--- src/rtl/pie_pkg.sv ---
// Shared types and default timing for the reader-side PIE encoder.
package pie_pkg;

    localparam int CNT_W_DEF = 10;
    localparam int TARI_DEF  = 25;
    localparam int DATA1_DEF = 44;
    localparam int PW_DEF    = 12;
    localparam int DELIM_DEF = 25;

    typedef enum logic [1:0] {ST_IDLE, ST_DELIM, ST_SYM_HI, ST_SYM_LO} state_t;
    typedef enum logic [1:0] {K_D0, K_RTC, K_TRC, K_DATA} sym_kind_t;

    function automatic int rtcal_len(input int tari, input int data1);
        return tari + data1;
    endfunction

    localparam int RTCAL = rtcal_len(TARI_DEF, DATA1_DEF);

endpackage

--- src/rtl/pie_symbol_timer.sv ---
// Symbol-length down-counter. It also exposes next-cycle phase and terminal
// count so the owner can register its outputs without an extra cycle of lag.
module pie_symbol_timer #(
    parameter int CNT_W = 10,
    parameter int PW    = 12
) (
    input  logic             clk,
    input  logic             reset,
    input  logic             load,
    input  logic [CNT_W-1:0] len,
    output logic             last_cycle,
    output logic             phase_lo_nxt,
    output logic             last_cycle_nxt
);

    logic [CNT_W-1:0] cnt;
    logic [CNT_W-1:0] cnt_nxt;

    // cnt holds the cycles still to go after the current one
    always_comb begin
        if (load)
            cnt_nxt = len - CNT_W'(1);
        else if (cnt != '0)
            cnt_nxt = cnt - CNT_W'(1);
        else
            cnt_nxt = '0;
    end

    always_ff @(posedge clk or negedge reset) begin
        if (!reset)
            cnt <= '0;
        else
            cnt <= cnt_nxt;
    end

    assign last_cycle     = (cnt == '0);
    assign phase_lo_nxt   = (cnt_nxt < CNT_W'(PW));
    assign last_cycle_nxt = (cnt_nxt == '0);

endmodule

--- src/rtl/reader_pie_encoder.sv ---
// Reader-to-tag PIE encoder: delimiter, data-0, RTcal, optional TRcal, then
// one PIE symbol per fetched command bit; returns to CW when the frame ends.
module reader_pie_encoder
    import pie_pkg::*;
#(
    parameter int CNT_W = CNT_W_DEF,
    parameter int TARI  = TARI_DEF,
    parameter int DATA1 = DATA1_DEF,
    parameter int PW    = PW_DEF,
    parameter int DELIM = DELIM_DEF
) (
    input  logic             clk,
    input  logic             reset,
    input  logic             start,
    input  logic             full_preamble,
    input  logic [CNT_W-1:0] trcal_len,
    input  logic             bit_valid,
    input  logic             bit_data,
    input  logic             bit_last,
    output logic             bit_ready,
    output logic             pie_out,
    output logic             busy,
    output logic             done,
    output logic             err
);

    // state     | meaning
    // ST_IDLE   | CW, waiting for start
    // ST_DELIM  | delimiter low period
    // ST_SYM_HI | high part of the current symbol
    // ST_SYM_LO | trailing PW-cycle low pulse of the current symbol

    localparam int              RTCAL_INT = rtcal_len(TARI, DATA1);
    localparam logic [CNT_W:0]  RTCAL_LEN = (CNT_W+1)'(RTCAL_INT);

    if (!(TARI > PW && DATA1 > PW && PW >= 1 && DELIM >= 1 &&
          RTCAL_INT < (1 << CNT_W))) begin : g_bad_params
        $error("reader_pie_encoder: illegal symbol timing parameters");
    end

    state_t           state, nxt_state;
    sym_kind_t        kind, nxt_kind;
    logic             cur_bit, nxt_bit;
    logic             last_bit, nxt_last_bit;
    logic             trc_en, nxt_trc;
    logic [CNT_W-1:0] trcal_q, nxt_trcal;

    logic             load;
    logic [CNT_W-1:0] len;
    logic             fetch, ev_done, ev_err, need_fetch;
    logic             tmr_last, tmr_lo_nxt, tmr_last_nxt;

    pie_symbol_timer #(.CNT_W(CNT_W), .PW(PW)) u_timer (
        .clk            (clk),
        .reset          (reset),
        .load           (load),
        .len            (len),
        .last_cycle     (tmr_last),
        .phase_lo_nxt   (tmr_lo_nxt),
        .last_cycle_nxt (tmr_last_nxt)
    );

    always_comb begin
        nxt_state    = state;
        nxt_kind     = kind;
        nxt_bit      = cur_bit;
        nxt_last_bit = last_bit;
        nxt_trc      = trc_en;
        nxt_trcal    = trcal_q;
        load         = 1'b0;
        len          = '0;
        fetch        = 1'b0;
        ev_done      = 1'b0;
        ev_err       = 1'b0;

        case (state)
            ST_IDLE: begin
                if (start) begin
                    if (full_preamble && trcal_len <= CNT_W'(PW)) begin
                        ev_err = 1'b1;
                    end else begin
                        load      = 1'b1;
                        len       = CNT_W'(DELIM);
                        nxt_state = ST_DELIM;
                        nxt_trc   = full_preamble;
                        nxt_trcal = trcal_len;
                    end
                end
            end
            ST_DELIM: begin
                if (tmr_last) begin
                    load      = 1'b1;
                    len       = CNT_W'(TARI);
                    nxt_kind  = K_D0;
                    nxt_state = ST_SYM_HI;
                end
            end
            default: begin
                if (tmr_last) begin
                    case (kind)
                        K_D0: begin
                            load     = 1'b1;
                            len      = RTCAL_LEN[CNT_W-1:0];
                            nxt_kind = K_RTC;
                        end
                        K_RTC: begin
                            if (trc_en) begin
                                load     = 1'b1;
                                len      = trcal_q;
                                nxt_kind = K_TRC;
                            end else begin
                                fetch = 1'b1;
                            end
                        end
                        K_TRC: fetch = 1'b1;
                        default: begin
                            if (last_bit) begin
                                nxt_state = ST_IDLE;
                                ev_done   = 1'b1;
                            end else begin
                                fetch = 1'b1;
                            end
                        end
                    endcase
                end
            end
        endcase

        if (fetch) begin
            if (bit_valid) begin
                load         = 1'b1;
                len          = bit_data ? CNT_W'(DATA1) : CNT_W'(TARI);
                nxt_kind     = K_DATA;
                nxt_bit      = bit_data;
                nxt_last_bit = bit_last;
            end else begin
                nxt_state = ST_IDLE;
                ev_err    = 1'b1;
            end
        end

        if (nxt_state == ST_SYM_HI || nxt_state == ST_SYM_LO)
            nxt_state = tmr_lo_nxt ? ST_SYM_LO : ST_SYM_HI;
    end

    // symbols whose final cycle hands over to a freshly fetched data bit
    always_comb begin
        need_fetch = (nxt_kind == K_RTC && !nxt_trc) || (nxt_kind == K_TRC) ||
                     (nxt_kind == K_DATA && !nxt_last_bit);
    end

    always_ff @(posedge clk or negedge reset) begin
        if (!reset) begin
            state     <= ST_IDLE;
            kind      <= K_D0;
            cur_bit   <= 1'b0;
            last_bit  <= 1'b0;
            trc_en    <= 1'b0;
            trcal_q   <= '0;
            pie_out   <= 1'b1;
            busy      <= 1'b0;
            done      <= 1'b0;
            err       <= 1'b0;
            bit_ready <= 1'b0;
        end else begin
            state     <= nxt_state;
            kind      <= nxt_kind;
            cur_bit   <= nxt_bit;
            last_bit  <= nxt_last_bit;
            trc_en    <= nxt_trc;
            trcal_q   <= nxt_trcal;
            pie_out   <= !(nxt_state == ST_DELIM || nxt_state == ST_SYM_LO);
            busy      <= (nxt_state != ST_IDLE);
            done      <= ev_done;
            err       <= ev_err;
            bit_ready <= (nxt_state == ST_SYM_HI || nxt_state == ST_SYM_LO) &&
                         tmr_last_nxt && need_fetch;
        end
    end

endmodule

--- config.mk ---
export PLATFORM = sky130hd
export DESIGN_NAME = reader_pie_encoder
export DESIGN_NICKNAME = d
export VERILOG_FILES = /design/src/rtl/pie_pkg.sv /design/src/rtl/pie_symbol_timer.sv /design/src/rtl/reader_pie_encoder.sv
export SDC_FILE = /design/constraint.sdc
export NUM_CORES = 1
export LEC_CHECK = 0
export ABC_AREA = 1
export BUFFER_PORTS_ARGS = -buffer_cell sky130_fd_sc_hd__buf_4
export CORE_MARGIN = 4
export CORE_UTILIZATION = 53
export DETAILED_ROUTE_END_ITERATION = 8
export PLACE_DENSITY_LB_ADDON = 0.25
export SLEW_MARGIN = 10
export SYNTH_ARGS = -nofsm -noshare
export SYNTH_HDL_FRONTEND = slang
export SYNTH_HIERARCHICAL = 1
export SYNTH_SLANG_ARGS = --single-unit
--- constraint.sdc ---
create_clock -name clk -period 2.6 [get_ports clk]
set_input_delay 0.52 -clock clk [delete_from_list [all_inputs] [get_ports clk]]
set_output_delay 0.52 -clock clk [all_outputs]
set_load 0.1 [all_outputs]
# Word-level counts from Yosys, hierarchy flattened
# Cells that the tools add are included.
# word_totals
ramBits,0
input_bits,17
latch_bits,0
reg_bits,31
romBits,0
memories,0
# op_classes
eq_ne,11
addsub,2
shifts,0
mul,0
mux,58
div_mod_pow,0
bitwise,1
n_reduce_logical,22
n_lt_le_gt_ge,2
# op_table
operator,count
$mux W10,6
$pmux W10 S2,2
$mux W2,14
$mux W1,26
$logic_not A10 Y1,2
$sub A10 B1 Y10 const B,2
$mux W5,3
$eq A2 B2 Y1 const B,7
$pmux W2 S2,3
$le A10 B4 Y1 const B,1
$lt A10 B4 Y1 const B,1
$reduce_bool A10 Y1,1
$eq A2 B1 Y1 const B,4
$mux W6,1
$logic_and A1 B1 Y1,5
$logic_or A1 B1 Y1,5
$logic_not A2 Y1,2
$pmux W1 S2,2
$logic_not A1 Y1,3
$pmux W1 S3,1
$reduce_and A3 Y1,1
$reduce_or A3 Y1,1
$reduce_bool A2 Y1,1
$reduce_or A2 Y1,1
$not A1 Y1,1

# Depth between registers and ports, before layout
# Gate-level depths: netlist of run 1.
# depth
ltp_word,16
depth_mapped,29
ltp_nobuf,29

# Cells and area by module
# Netlist of run 1, hierarchy kept.
# by_module_without_submodules
mod,seq_area_each_um2,cells_each,n_inst,area_each_um2
reader_pie_encoder,526.8,161,1,1179.9
pie_symbol_timer,250.2,156,1,958.4

# Worst setup path after synthesis of run 1
# Ideal clock, no wire load.
# synth_timing
path_type,register -> register
startpoint,register u_timer.cnt[0]
endpoint,register bit_ready
synth_period_minus_slack_ns,2.920
arrival_time_ns,2.847
n_path_buf,0
path_stages_with_launch,28
setup_ns,0.073
path_slack_ns,-0.320
cell_sequence,dfrtp_1 -> inv_1 -> ha_1 -> nand3_1 -> nor2_4 -> nand2_2 -> clkinv_2 -> nand2_2 -> nor2_4 -> nand2_2 -> inv_2 -> nand2_1 -> o21ai_1 -> inv_1 -> inv_1 -> ha_1 -> inv_1 -> nor3_2 -> nand3_1 -> nand3_1 -> nand2_1 -> nor2_1 -> nand2_1 -> nor2_1 -> inv_1 -> nor2_1 -> nand2_1 -> a21oi_2
# synth_via
elab_cells_between_ends,49
classes_between,2 x add/sub; 1 x order compare; 7 x eq/ne; 27 x mux; 12 x reduce/logical
# synth_rtl
item,line_no,source
from (decl),pie_symbol_timer.sv:16,logic [CNT_W-1:0] cnt;
from (signal assigned),pie_symbol_timer.sv:33,cnt <= cnt_nxt;
$logic_not A10 Y1 *,pie_symbol_timer.sv:36,assign last_cycle = (cnt == '0);
net tmr_last,reader_pie_encoder.sv:51,"logic tmr_last, tmr_lo_nxt, tmr_last_nxt;"
$mux W10 or $mux W5 (tied branches),"reader_pie_encoder.sv:99, reader_pie_encoder.sv:91",
$pmux W10 S2,reader_pie_encoder.sv:76,case (state)
$mux W10,reader_pie_encoder.sv:130,if (bit_valid) begin
$mux W10 *,reader_pie_encoder.sv:129,if (fetch) begin
net len[0],reader_pie_encoder.sv:49,logic [CNT_W-1:0] len;
$sub A10 B1 Y10 *,pie_symbol_timer.sv:22,cnt_nxt = len - CNT_W'(1);
$mux W10 *,pie_symbol_timer.sv:21,if (load)
net u_timer.cnt_nxt[6],pie_symbol_timer.sv:17,logic [CNT_W-1:0] cnt_nxt;
$logic_not A10 Y1 *,pie_symbol_timer.sv:38,assign last_cycle_nxt = (cnt_nxt == '0);
net tmr_last_nxt,reader_pie_encoder.sv:51,
$logic_and A1 B1 Y1 *,reader_pie_encoder.sv:176,bit_ready <= (nxt_state == ST_SYM_HI || nxt_state == ST_SYM_LO) &&
$logic_and A1 B1 Y1 *,reader_pie_encoder.sv:177,tmr_last_nxt && need_fetch;
to (signal assigned),reader_pie_encoder.sv:176,
to (decl),reader_pie_encoder.sv:20,"output logic bit_ready,"
# The timed path passes the listed nets; every way through them passes the cells marked *.
# A chain may end at the register's enable or synchronous reset.

# Worst setup path in the final report of run 1
# layout_timing
startpoint,register u_timer.cnt[3]
endpoint,register bit_ready
# The elaborated chain is that of the path after synthesis.

==> results of run 1 <==
==> stage by stage <==
step	util (%)	total power (W)	hold slack [ns]	worst slack [ns]	cell area, sq um
2_1_floorplan	-	0.0008632	0.2244	-0.1051	2185
3_3_place_gp	73.56	0.001077	0.4550	-0.1145	2774
3_5_place_dp	73.56	0.001094	0.4593	-0.2160	2774
4_1_cts	78.70	0.001463	0.1598	-0.1591	2968
5_1_grt	81.39	0.001603	0.1755	-0.6699	3069
6_report	81.39	0.001500	0.1504	-0.4586	3069
==> path summary, 6_finish.rpt <==
path | from | to | slack (ns) | cells past startpoint
max | u_timer/cnt[3]$_DFF_PN0_ | bit_ready$_DFF_PN0_ | -0.46 | 24
min in group clk | trcal_len[3] | trcal_q[3]$_DFFE_PN0P_ | 0.47 | 3
max reg2reg | u_timer/cnt[3]$_DFF_PN0_ | bit_ready$_DFF_PN0_ | -0.46 | 24
min | reset | trc_en$_DFF_PN0_ | 0.15 | 1
max in group asynchronous | reset | pie_out$_DFF_PN1_ | 2.12 | 1
min reg2reg | trcal_q[4]$_DFFE_PN0P_ | trcal_q[4]$_DFFE_PN0P_ | 0.47 | 2
==> logic make-up after synthesis <==
logic type / after synthesis / share of synthesized area [%]
and+or+nand+nor: 202 / 44.65
buffers and inverters: 58 / 10.77
DFF: 31 / 36.34
AOI/OAI and AO/OA: 22 / 6.086
adders and majority gates: 3 / 1.756
xor gates and xnor gates: 1 / 0.4097
==> cell usage in the layout, fill, tap and decap left out, drive strengths merged <==
cell type,netlist,routed
nand2,101,101
buf,1,93
inv,55,56
nor2,50,50
nand3,45,45
dfrtp,30,30
o21ai,11,11
a21oi,8,8
clkbuf,1,5
clkinv,1,3
nor3,3,3
ha,3,3
nand4,2,2
a2111oi,1,1
o31ai,1,1
dfstp,1,1
nand3b,1,1
xor2,1,1
o21bai,1,1
==> layout make-up <==
type / instances / area, sq um / share of cell area (%)
clock inverter: 3 / 15.01 / 0.4892
inverter: 56 / 215.2 / 7.012
timing repair buffer: 93 / 701.9 / 22.87
clock buffer: 5 / 68.82 / 2.242
sequential: 31 / 777.0 / 25.32
tap: 48 / 60.06 / 1.957
multi-input combinational: 228 / 1231 / 40.11
==> registers in the layout, summed over array words and instances, names as in the netlist <==
signal and count:
bit_ready 1, err 1, kind 2, pie_out 1
trcal_q 10, trc_en 1, done 1, last_bit 1
busy 1, u_timer/cnt 10, state 2
==> cells in the mapped netlist, drive strengths merged <==
cell type / instances / area share, %
nand2: 101 / 20
o31ai: 1 / 0.35
buf: 1 / 0.53
o21bai: 1 / 0.35
clkbuf: 1 / 0.35
inv: 55 / 9.7
nor3: 3 / 0.94
ha: 3 / 1.8
dfrtp: 30 / 35
nand4: 2 / 0.59
clkinv: 1 / 0.23
nand3: 45 / 11
nand3b: 1 / 0.35
nor2: 50 / 12
o21ai: 11 / 2.7
xor2: 1 / 0.41
a2111oi: 1 / 0.41
dfstp: 1 / 1.2
a21oi: 8 / 2.2
==> metal layers <==
| metal | share of wire, % | vias to the layer above | GRT usage [%] |
|---|---|---|---|
| met5 | 0 | - | 0 |
| met2 | 51 | 95 | 45.71 |
| met3 | 6.0 | 27 | 5.750 |
| met1 | 39 | 1114 | 28.81 |
| met4 | 3.7 | 0 | 7.098 |
| li1 | - | 1186 | - |
==> power groups by stage <==
stage	registers (W)	clock network, W	logic, W
after floorplan	0.000605	0	0.000258
after global routing	0.000602	0.000397	0.000604
after detailed placement	0.000597	0	0.000497
after CTS	0.000588	0.000374	0.000501
after global placement	0.000595	0	0.000482
final	0.000596	0.000365	0.000540
==> repair_timing <==
item	4_1_cts	5_1_grt
gates cloned	0	0
hold buffers	0	0
setup endpoints to repair	3	6
pin swaps	10	16
resized for setup	5	13
setup buffers	12	9
==> results.md, run 1 <==
* Outcome: complete, but fails checks
* Violated checks: setup timing
* Fin. max-slew vios at 0
* GRT overflow at 0
* CORE AREA at 0.003771 sq mm
* Vertical extent of the die at 71.52 um
* H-tree level count at 2
* Routed via count at 2422
* Row count at 22
* FILL cells at 238
* Power share of the sequential group at 39.7%
* Switching Fraction at 34.67%
* Number of global-route vias before repair at 2272
* Cell at the root of the clock tree: clkbuf_8
* Dpl cells at 436
* Max Buffers Root-to-Sink at 2
* Min setup slack post-route at -0.4586 ns
* Global-route wire length before repair at 10.02 mm
* Critical setup path kind: reg -> reg
* Startpoint type of the worst setup path: register
* Worst Clk Skew at 0.004433 ns
* Slew margin rel. at 70.85%
* Clk network pwr share at 24.3%
* Actual slew at the worst max-slew pin at 0.4262 ns
* Mean Syn Cell Area at 6.745 sq um
* DRC Markers at 0
* Final critical path time including I/O delays and setup at 3.059 ns
* #FFs+latches synth at 31
* Non-filler cells in the finished layout at 464
* Internal portion of total power at 0.0009802 W
* Antenna violations before repair at 0
* WL final at 6.353 mm
* Max-cap violations at 0
* Global Route Usage Sum at 24.96%
* Starting density of the core at 56.70%
* Synth warnings at 6
* Number of search-and-repair iterations in the first detailed-routing pass at 7
* Clock slew at the register clock pins of the worst setup and hold paths at 0.07 ns
* Slowest CP cell: dfrtp_1
* Final hold violations at 0
* Detailed placer's ending HPWL at 4.353 mm
* Iter 0 DRT Violations at 241
* Number of clock sinks at 31
* Clock insertion delay at the later pin of the skew report at 0.29 ns
* Type of the tightest min-delay check: in -> async
* Leakage power summed over all cells at 1.687 nW
* Portion of the clock cycle consumed by the worst path in the final layout at 117.6%
* Area growth syn-to-layout at 43.53%
* Remaining antenna violation count at 0
* Largest net degree at the start of global routing at 32
* Synth cell types at 29
* Max stage delay on crit path at 0.43 ns
* Global placement routability congestion at 0.9575
* Cell area after synthesis at 0.002138 sq mm
* Inserted Clock Buffers at 5
* Fraction of layout instances using a drive strength above 1 at 39.18%
* Post-Synthesis Cells at 317
* Critical Path Fanout Max at 3
* Logic gate share of total power at 36.0%
* Horiz. Die Dim at 71.52 um
* Count of boundary I/O pins at 22
* Power per cell area at 488.9 mW/mm^2
* Area of the die at 0.005114 sq mm
* CP dominant cell by count: nand2_1
* Kind of cell adding the most delay to the critical path: simple AND/OR/NAND/NOR gates
* Endpoint kind of the worst setup timing path: register
* Setup TNS at -1.559 ns
* Part of the Yosys area used for sequential elements at 36.34%
* Net count after synthesis at 337
* Data arrival time of the worst path at 3.28 ns
* Worst IR drop on VDD at 0.2737 mV
* Number of setup violations in the final report at 4
* Final layout net count at 435
* Fmax at 326.9 MHz
* Average routed wire per standard cell at 13.69 um
* Setup repair after global routing missed its margin: yes
* Data required, critical path at 2.82 ns
* Antenna diodes at 0
* Clock tree from TritonCTS: yes
* Count of buffer and inverter cells on the critical path at 6
* CP cell instances: nor2_4, nand3_2, nor2_4, nand2_2, buf_4, buf_4, nor3_1, o21ai_2, inv_1, inv_2, ha_4, inv_4, nor2_2, nand2_1, o21ai_0, nand3_2, nand2_2, nor2_2, nand2_1, nor2_1, inv_1, nor2_1, nand2_1, a21oi_2
* Average vias per placed instance at 5.220
* Total of buffers placed on input and output ports at 21
* Net switching power at 0.0005202 W
Power figures use the tool's default switching activity.
==> run 2: changes to the inputs <==
--- a/config.mk
+++ b/config.mk
@@ -11,6 +11,7 @@
 export CORE_UTILIZATION = 53
 export DETAILED_ROUTE_END_ITERATION = 8
 export PLACE_DENSITY_LB_ADDON = 0.25
+export REMOVE_ABC_BUFFERS = 1
 export SLEW_MARGIN = 10
 export SYNTH_ARGS = -nofsm -noshare
 export SYNTH_HDL_FRONTEND = slang
==> run 2 against run 1 <==
Net effect: the run still ends with setup timing left; critical endpoint unchanged; die area did not move; utilization rose by 0.30 points; wire length fell by 2.7%; via count fell by 2.1%; critical path depth rose by 3.
==> results.md, run 2 (synthesis results as in run 1) <==
* Capture instance of the worst register-to-register path: bit_ready$_DFF_PN0_
* Actual slew at the worst max-slew pin at 0.4003 ns (-0.02589 ns)
* Post-CTS Hold Buffers at 0 (unchanged)
* Violated checks: setup timing
* Remaining antenna violation count at 0 (unchanged)
* Vertical extent of the die at 71.52 um (unchanged)
* Fmax at 323.0 MHz (-1.2%)
* Portion of the clock cycle consumed by the worst path in the final layout at 119.1% (+1.5 points)
* Starting density of the core at 56.70% (unchanged)
* Inserted Clock Buffers at 5 (unchanged)
* Largest registers: trcal_q: 10 flops, u_timer/cnt: 10 flops
* Average vias per placed instance at 5.143 (-1.5%)
* Instance area at placement at 0.002758 sq mm (-0.59%)
* Count of boundary I/O pins at 22 (unchanged)
* Finished layout cell area at 0.003080 sq mm (+0.37%)
* Most used cells in the layout excluding fill and tap cells: 87 x buf_4, 80 x nand2_1, 44 x inv_1
* Endpoint kind of the worst setup timing path: register
* Clock tree from TritonCTS: yes
* Number of global-route vias before repair at 2324 (+2.3%)
* Kind of cell adding the most delay to the critical path: simple AND/OR/NAND/NOR gates
* Number of clock sinks at 31 (unchanged)
* Final hold violations at 0 (unchanged)
* Final core utilization at 81.69% (+0.30 points)
* Worst R2R Setup Slack at -0.50 ns (-0.04 ns)
* Number of setup violations in the final report at 4 (unchanged)
* Leakage power summed over all cells at 1.696 nW (+0.57%)
* Min setup slack post-route at -0.4964 ns (-0.03773 ns)
* Type of the tightest min-delay check: in -> async
* GRT overflow at 0 (unchanged)
* Total of buffers placed on input and output ports at 21 (unchanged)
* Antenna violations before repair at 0 (unchanged)
* Antenna diodes at 0 (unchanged)
* Global-route wire length before repair at 10.10 mm (+0.83%)
* Slew margin rel. at 73.31% (+2.5 points)
* Largest net degree at the start of global routing at 32 (unchanged)
* Max-cap violations at 0 (unchanged)
* Fraction of layout instances using a drive strength above 1 at 38.01% (-1.2 points)
* Horiz. Die Dim at 71.52 um (unchanged)
* Launching point of the worst reg2reg path: u_timer/cnt[0]$_DFF_PN0_
* Setup repair after global routing missed its margin: yes
* Worst IR drop on VDD at 0.3083 mV (+13%)
* Cell at the root of the clock tree: clkbuf_8
* Data arrival time of the worst path at 3.32 ns (+0.04 ns)
* Setup TNS at -1.704 ns (-0.1456 ns)
* Max Buffers Root-to-Sink at 2 (unchanged)
* Startpoint type of the worst setup path: register
* Fin. max-slew vios at 0 (unchanged)
* Detailed placer's ending HPWL at 4.386 mm (+0.74%)
* Clock slew at the register clock pins of the worst setup and hold paths at 0.07 ns (about the same)
* Row count at 22 (unchanged)
* Area growth syn-to-layout at 44.06%
* Most common cell after layout, fill and taps aside: buf_4
* Critical Path Fanout Max at 4 (+1)
* Count of buffer and inverter cells on the critical path at 7 (+1)
* Final layout net count at 432 (-0.69%)
* Average routed wire per standard cell at 13.40 um (-2.1%)
* Final hold slack at 0.1528 ns (+0.002318 ns)
* Final critical path time including I/O delays and setup at 3.096 ns (+0.03773 ns)
* Global Route Usage Sum at 24.87% (-0.088 points)
* Critical setup path kind: reg -> reg
* Area of the die at 0.005114 sq mm (unchanged)
* Slowest CP cell: dfrtp_1
* Data required, critical path at 2.83 ns (about the same)
* CORE AREA at 0.003771 sq mm (unchanged)
* Number of search-and-repair iterations in the first detailed-routing pass at 4 (-3)
* WL final at 6.179 mm (-2.7%)
* Cell count of the worst reg-to-reg path at 27 (+13%)
* DRC Markers at 0 (unchanged)
* Worst Clk Skew at 0.009171 ns (+0.004739 ns)
* Routed via count at 2371 (-2.1%)
* Clock insertion delay at the later pin of the skew report at 0.29 ns (about the same)
* Iter 0 DRT Violations at 129 (-46%)
* Max stage delay on crit path at 0.39 ns (-0.04 ns)
* Outcome: complete, but fails checks
* Total design power at 0.001633 W (+8.8%)
* Power per cell area at 530.0 mW/mm^2 (+8.4%)
* Global placement routability congestion at 0.9760 (+1.9%)
* H-tree level count at 2 (unchanged)
[run 2: cell types whose count changed in the layout (fill, tap and decap cells not counted), sizes merged]
| cell | previous run | this run |
|---|---|---|
| buf | 93 | 90 |
| inv | 56 | 55 |
| bufinv | 0 | 1 |
[run 2: how the worst max path moves through the flow]
stage          slack (ns)  depth (start not counted)             endpoint                      from
2_1_floorplan       -0.32                         27  bit_ready$_DFF_PN0_  u_timer/cnt[0]$_DFF_PN0_
3_3_place_gp        -0.22                         27  bit_ready$_DFF_PN0_  u_timer/cnt[1]$_DFF_PN0_
3_5_place_dp        -0.41                         27  bit_ready$_DFF_PN0_  u_timer/cnt[1]$_DFF_PN0_
4_1_cts             -0.28                         27  bit_ready$_DFF_PN0_  u_timer/cnt[1]$_DFF_PN0_
5_1_grt             -0.77                         25  bit_ready$_DFF_PN0_  u_timer/cnt[0]$_DFF_PN0_
6_report            -0.50                         27  bit_ready$_DFF_PN0_  u_timer/cnt[0]$_DFF_PN0_
[run 2: worst reg2reg max path, delay by kind of cell (launching register included)]
kind | cells | cell delay [ns]
compound gates | 2 | 0.14
simple gates | 16 | 1.75
buf+inv | 7 | 0.48
fa+ha+maj | 2 | 0.30
flops | 1 | 0.39
[run 2: layout make-up]
type / count / area (sq um)
clock buffers: 5 / 68.82
clock inverters: 3 / 43.79
fillers: 265 / 690.7
inverters: 56 / 217.7
multi-input cells: 228 / 1226
flip-flops and latches: 31 / 777.0
well taps: 48 / 60.06
repair buffers: 90 / 686.9
[run 2: repair_timing]
action | CTS | global route
pin swaps | 14 | 15
endpoints found under the setup margin | 4 | 8
gates resized for setup | 14 | 18
hold endpoints to repair | 0 | 0
setup buffers | 8 | 5
[run 2: per-stage QoR]
stage               setup WS (ns)  std cells
floorplan                 -0.3196        315
global placement          -0.2195        440
detailed placement        -0.4111        440
CTS                       -0.2831        456
global route              -0.7733        461
finish                    -0.4964        461
[run 2: metal layers]
| layer | track usage (%) | wire, um | vias to the layer above |
|---|---|---|---|
| met5 | 0 | 0 | - |
| met4 | 10.23 | 234 | 0 |
| met3 | 5.049 | 391 | 23 |
| met2 | 42.76 | 3169 | 90 |
| met1 | 30.24 | 2383 | 1086 |
| li1 | - | - | 1172 |
[run 2: report_power, final]
group | total, W | switching [W] | internal, W
combinational | 0.000564 | 0.000293 | 0.000271
sequential | 0.000595 | 0.0000562 | 0.000539
clock | 0.000474 | 0.000189 | 0.000285
==> run 3: changes to the inputs <==
--- a/config.mk
+++ b/config.mk
@@ -8,12 +8,11 @@
 export ABC_AREA = 1
 export BUFFER_PORTS_ARGS = -buffer_cell sky130_fd_sc_hd__buf_4
 export CORE_MARGIN = 4
-export CORE_UTILIZATION = 53
+export CORE_UTILIZATION = 55
 export DETAILED_ROUTE_END_ITERATION = 8
 export PLACE_DENSITY_LB_ADDON = 0.25
 export REMOVE_ABC_BUFFERS = 1
 export SLEW_MARGIN = 10
 export SYNTH_ARGS = -nofsm -noshare
 export SYNTH_HDL_FRONTEND = slang
-export SYNTH_HIERARCHICAL = 1
 export SYNTH_SLANG_ARGS = --single-unit
==> constraint.sdc (replaced) <==
create_clock -name clk -period 3.2 [get_ports clk]
set_input_delay 0.64 -clock clk [delete_from_list [all_inputs] [get_ports clk]]
set_output_delay 0.64 -clock clk [all_outputs]
set_load 0.1 [all_outputs]
==> run 3 against run 2 <==
Net effect: the run now ends clean; die area fell by 0.92%; final cell count down 16%; final area is 19% lower; utilization decreased by 16 points; fmax rose by 8.7%; clock power is 29% lower; clock skew fell by 0.0026 ns; non-clock buffer count fell by 67; sequential power is 32% lower; via count is 12% lower; wire length fell by 13%; count of clock-buffer cells in the layout is 3 higher; largest cell class unchanged.
==> results.md, run 3 <==
* Outcome: completed
* Dpl cells at 379 (-14%)
* Final hold violations at 0 (unchanged)
* Area fraction in compound gates after synthesis at 7.578% (+1.5 points)
* Antenna violations before repair at 0 (unchanged)
* Flip-flop cell with the highest count after synthesis: dfrtp_1
* Startpoint type of the worst setup path: register
* Clock insertion delay at the later pin of the skew report at 0.28 ns (about the same)
* Fmax at 351.2 MHz (+8.7%)
* Largest net degree at the start of global routing at 32 (unchanged)
* Antenna diodes at 0 (unchanged)
* Fin. max-slew vios at 0 (unchanged)
* Worst R2R Setup Slack at 0.35 ns (+0.85 ns)
* Capture instance of the worst register-to-register path: pie_out$_DFF_PN1_
* Synth warnings at 0 (-6)
* Count of flip-flops with a built-in enable after synthesis at 0 (unchanged)
* Power share of the sequential group at 51.8% (+15 points)
* Global placement routability congestion at 1.020 (+4.5%)
* Leakage power summed over all cells at 1.352 nW (-20%)
* Worst Clk Skew at 0.006600 ns (-0.002571 ns)
* GRT overflow at 0 (unchanged)
* Setup TNS at 0 ns (+1.704 ns)
* Cell types occupying the most area after synthesis: dfrtp_1 34%, nand2_1 13%, inv_1 6.7%, nor2_1 6.7%, nand3_1 5.9%
* Max stage delay on crit path at 0.37 ns (-0.02 ns)
* CP cell instances: inv_1, ha_1, inv_1, nor2_1, nand2_1, nor2_2, nand2_2, nor2_1, nor2_1, ha_1, nand3_1, inv_1, nand2_1, nand2_1, a21oi_1, nand2_1, nor2_1, nand3_1, nand2_1, nand2_1
* Post-Synthesis Cells at 313 (-1.3%)
* Area of the die at 0.005067 sq mm (-0.92%)
* Cell at the root of the clock tree: clkbuf_8
* Logic gate share of total power at 5.4% (-29 points)
* Max Buffers Root-to-Sink at 2 (unchanged)
* Largest registers: trcal_q: 10 flops, u_timer.cnt: 10 flops
* Number of global-route vias before repair at 2015 (-13%)
* Vertical extent of the die at 71.19 um (-0.46%)
* Average routed wire per standard cell at 13.90 um (+3.7%)
* Max-cap violations at 0 (unchanged)
* Portion of synthesized cell area occupied by the leading cell type at 34.19% (-0.92 points)
* Row count at 22 (unchanged)
* WL final at 5.378 mm (-13%)
* Clock tree from TritonCTS: yes
* Iter 0 DRT Violations at 126 (-2.3%)
* Setup Buffers After CTS at 0 (-8)
* Global-route wire length before repair at 9.439 mm (-6.6%)
* Horiz. Die Dim at 71.19 um (-0.46%)
* Most frequent cell after synthesis: nand2_1
* Inserted Clock Buffers at 5 (unchanged)
* Cell area after synthesis at 0.002196 sq mm (+2.7%)
* CP dominant cell by count: nand2_1
* Number of search-and-repair iterations in the first detailed-routing pass at 4 (unchanged)
* Endpoint kind of the worst setup timing path: register
* Non-filler cells in the finished layout at 387 (-16%)
* Fraction of layout instances using a drive strength above 1 at 20.35% (-18 points)
* Critical setup path kind: reg -> reg
* Number of cells upsized or downsized after cts at 0 (-14)
* Main combinational cell family by area after synthesis: simple AND/OR/NAND/NOR gates
* Synth cell count leaders: 77 x nand2_1, 39 x inv_1, 39 x nor2_1
* Cell count of the worst reg-to-reg path at 20 (-26%)
* Data required, critical path at 3.41 ns (+0.58 ns)
* Global Route Usage Sum at 23.68% (-1.2 points)
* XOR/XNOR Fraction of Synth Area at 3.191% (+2.8 points)
* Power per cell area at 313.9 mW/mm^2 (-41%)
* Area growth syn-to-layout at 13.56%
* Synthesized-area fraction occupied by and/or/nand/nor cells at 40.00% (-4.6 points)
* Mean Syn Cell Area at 7.016 sq um (+4.0%)
* Portion of the clock cycle consumed by the worst path in the final layout at 88.98% (-30 points)
* DRC Markers at 0 (unchanged)
* Number of clock sinks at 31 (unchanged)
* Total design power at 0.0007828 W (-52%)
* Slew margin rel. at 73.81% (+0.50 points)
* Number of setup violations in the final report at 0 (-4)
* Net switching power at 0.0001676 W (-69%)
* Data arrival time of the worst path at 3.06 ns (-0.26 ns)
* Total of buffers placed on input and output ports at 21 (unchanged)
* Final critical path time including I/O delays and setup at 2.847 ns (-0.2490 ns)
* #FFs+latches synth at 31 (unchanged)
* Routed via count at 2081 (-12%)
* Internal portion of total power at 0.0006153 W (-44%)
* Area leader, netlist: dfrtp_1
* Detailed placer's ending HPWL at 4.365 mm (-0.46%)
* Synth cell types at 35 (+21%)
* Type of the tightest min-delay check: in -> async
* Most common cell after layout, fill and taps aside: nand2_1
* Final layout net count at 358 (-17%)
* Launching point of the worst reg2reg path: u_timer.cnt[0]$_DFF_PN0_
* CORE AREA at 0.003771 sq mm (unchanged)
* Part of the Yosys area used for sequential elements at 35.38% (-0.95 points)
* Remaining antenna violation count at 0 (unchanged)
* Count of boundary I/O pins at 22 (unchanged)
* Clock slew at the register clock pins of the worst setup and hold paths at 0.07 ns (about the same)
* Average vias per placed instance at 5.377 (+4.6%)
* Slowest CP cell: dfrtp_1
* Setup repair after global routing missed its margin: no
* H-tree level count at 2 (unchanged)
* Critical Path Fanout Max at 4 (unchanged)
* Post-CTS Hold Buffers at 0 (unchanged)
* Starting density of the core at 58.23% (+1.5 points)
* Actual slew at the worst max-slew pin at 0.3929 ns (-0.007471 ns)
* Proportion of synthesized area in mux cells at 3.020% (+3.0 points)
* Async SR Flop Fraction at 100.0% (unchanged)
* Switching Fraction at 21.40% (-12 points)
* Adder-cell share of the synthesized area at 1.709% (-0.046 points)
* Most used cells in the layout excluding fill and tap cells: 77 x nand2_1, 39 x inv_1, 39 x nor2_1
* Final hold slack at 0.2802 ns (+0.1275 ns)
* Clk network pwr share at 42.8% (+14 points)
* Worst IR drop on VDD at 0.3108 mV (+0.79%)
==> run 3: cell types whose count changed in the layout (fill, tap and decap cells not counted), moves of 6 or more <==
cell	delta
buf_4	-64
nand3_1	-15
nand2_2	-11
nand4_1	+8
nor2_4	-6
==> run 3: cells by family (layout without fill, tap and decap cells) <==
kind of cell    after synthesis  in the layout
buf+inv                      49             75
compound gates               29             29
mux                           6              6
fa+ha+maj                     3              3
simple gates                187            187
xor+xnor                      8              8
flops                        31             31
==> run 3: how the worst max path moves through the flow <==
stage | to | depth (start not counted) | startpoint | slack, ns
after detailed placement | pie_out$_DFF_PN1_ | 18 | trcal_len[8] | 0.29
after CTS | pie_out$_DFF_PN1_ | 20 | u_timer.cnt[0]$_DFF_PN0_ | 0.39
after global routing | pie_out$_DFF_PN1_ | 20 | u_timer.cnt[0]$_DFF_PN0_ | 0.13
final | pie_out$_DFF_PN1_ | 20 | u_timer.cnt[0]$_DFF_PN0_ | 0.35
after global placement | pie_out$_DFF_PN1_ | 18 | trcal_len[8] | 0.37
after floorplan | pie_out$_DFF_PN1_ | 17 | trcal_len[5] | 0.50
==> run 3: metal layers <==
metal	track usage (%)	share of wire, %	up-vias
met5	0	0	-
met4	7.933	1.7	0
met3	5.256	6.6	10
met2	35.10	45	51
met1	34.11	47	959
li1	-	-	1061
==> run 3: worst max-delay path, delay by kind of cell, from the launching register on <==
family          cells  cell delay [ns]
flops               1             0.37
compound gates      1             0.16
fa+ha+maj           2             0.41
simple gates       14             1.63
buf+inv             3             0.20
==> run 3: layout make-up <==
cell class                 count  area, sq um
sequential                    31        777.0
multi-input combinational    233         1219
fill                         341         1277
clock buffer                   8        100.1
timing repair buffer          23        172.7
tap                           48        60.06
inverter                      44        165.2
==> run 3: per-stage QoR <==
step	worst slack [ns]	utilization, %	instance area [sq um]
floorplan	0.5022	-	2161
detailed placement	0.2862	63.47	2394
global route	0.1258	66.12	2494
finish	0.3526	66.12	2494
CTS	0.3923	66.12	2494
global placement	0.3714	63.47	2394
==> run 3: power groups by stage <==
stage	registers [W]	logic (W)	clock network, W
2_1_floorplan	0.000411	0.0000136	0
3_3_place_gp	0.000412	0.0000418	0
3_5_place_dp	0.000412	0.0000425	0
4_1_cts	0.000405	0.0000426	0.000342
5_1_grt	0.000406	0.0000479	0.000365
6_report	0.000406	0.0000422	0.000335
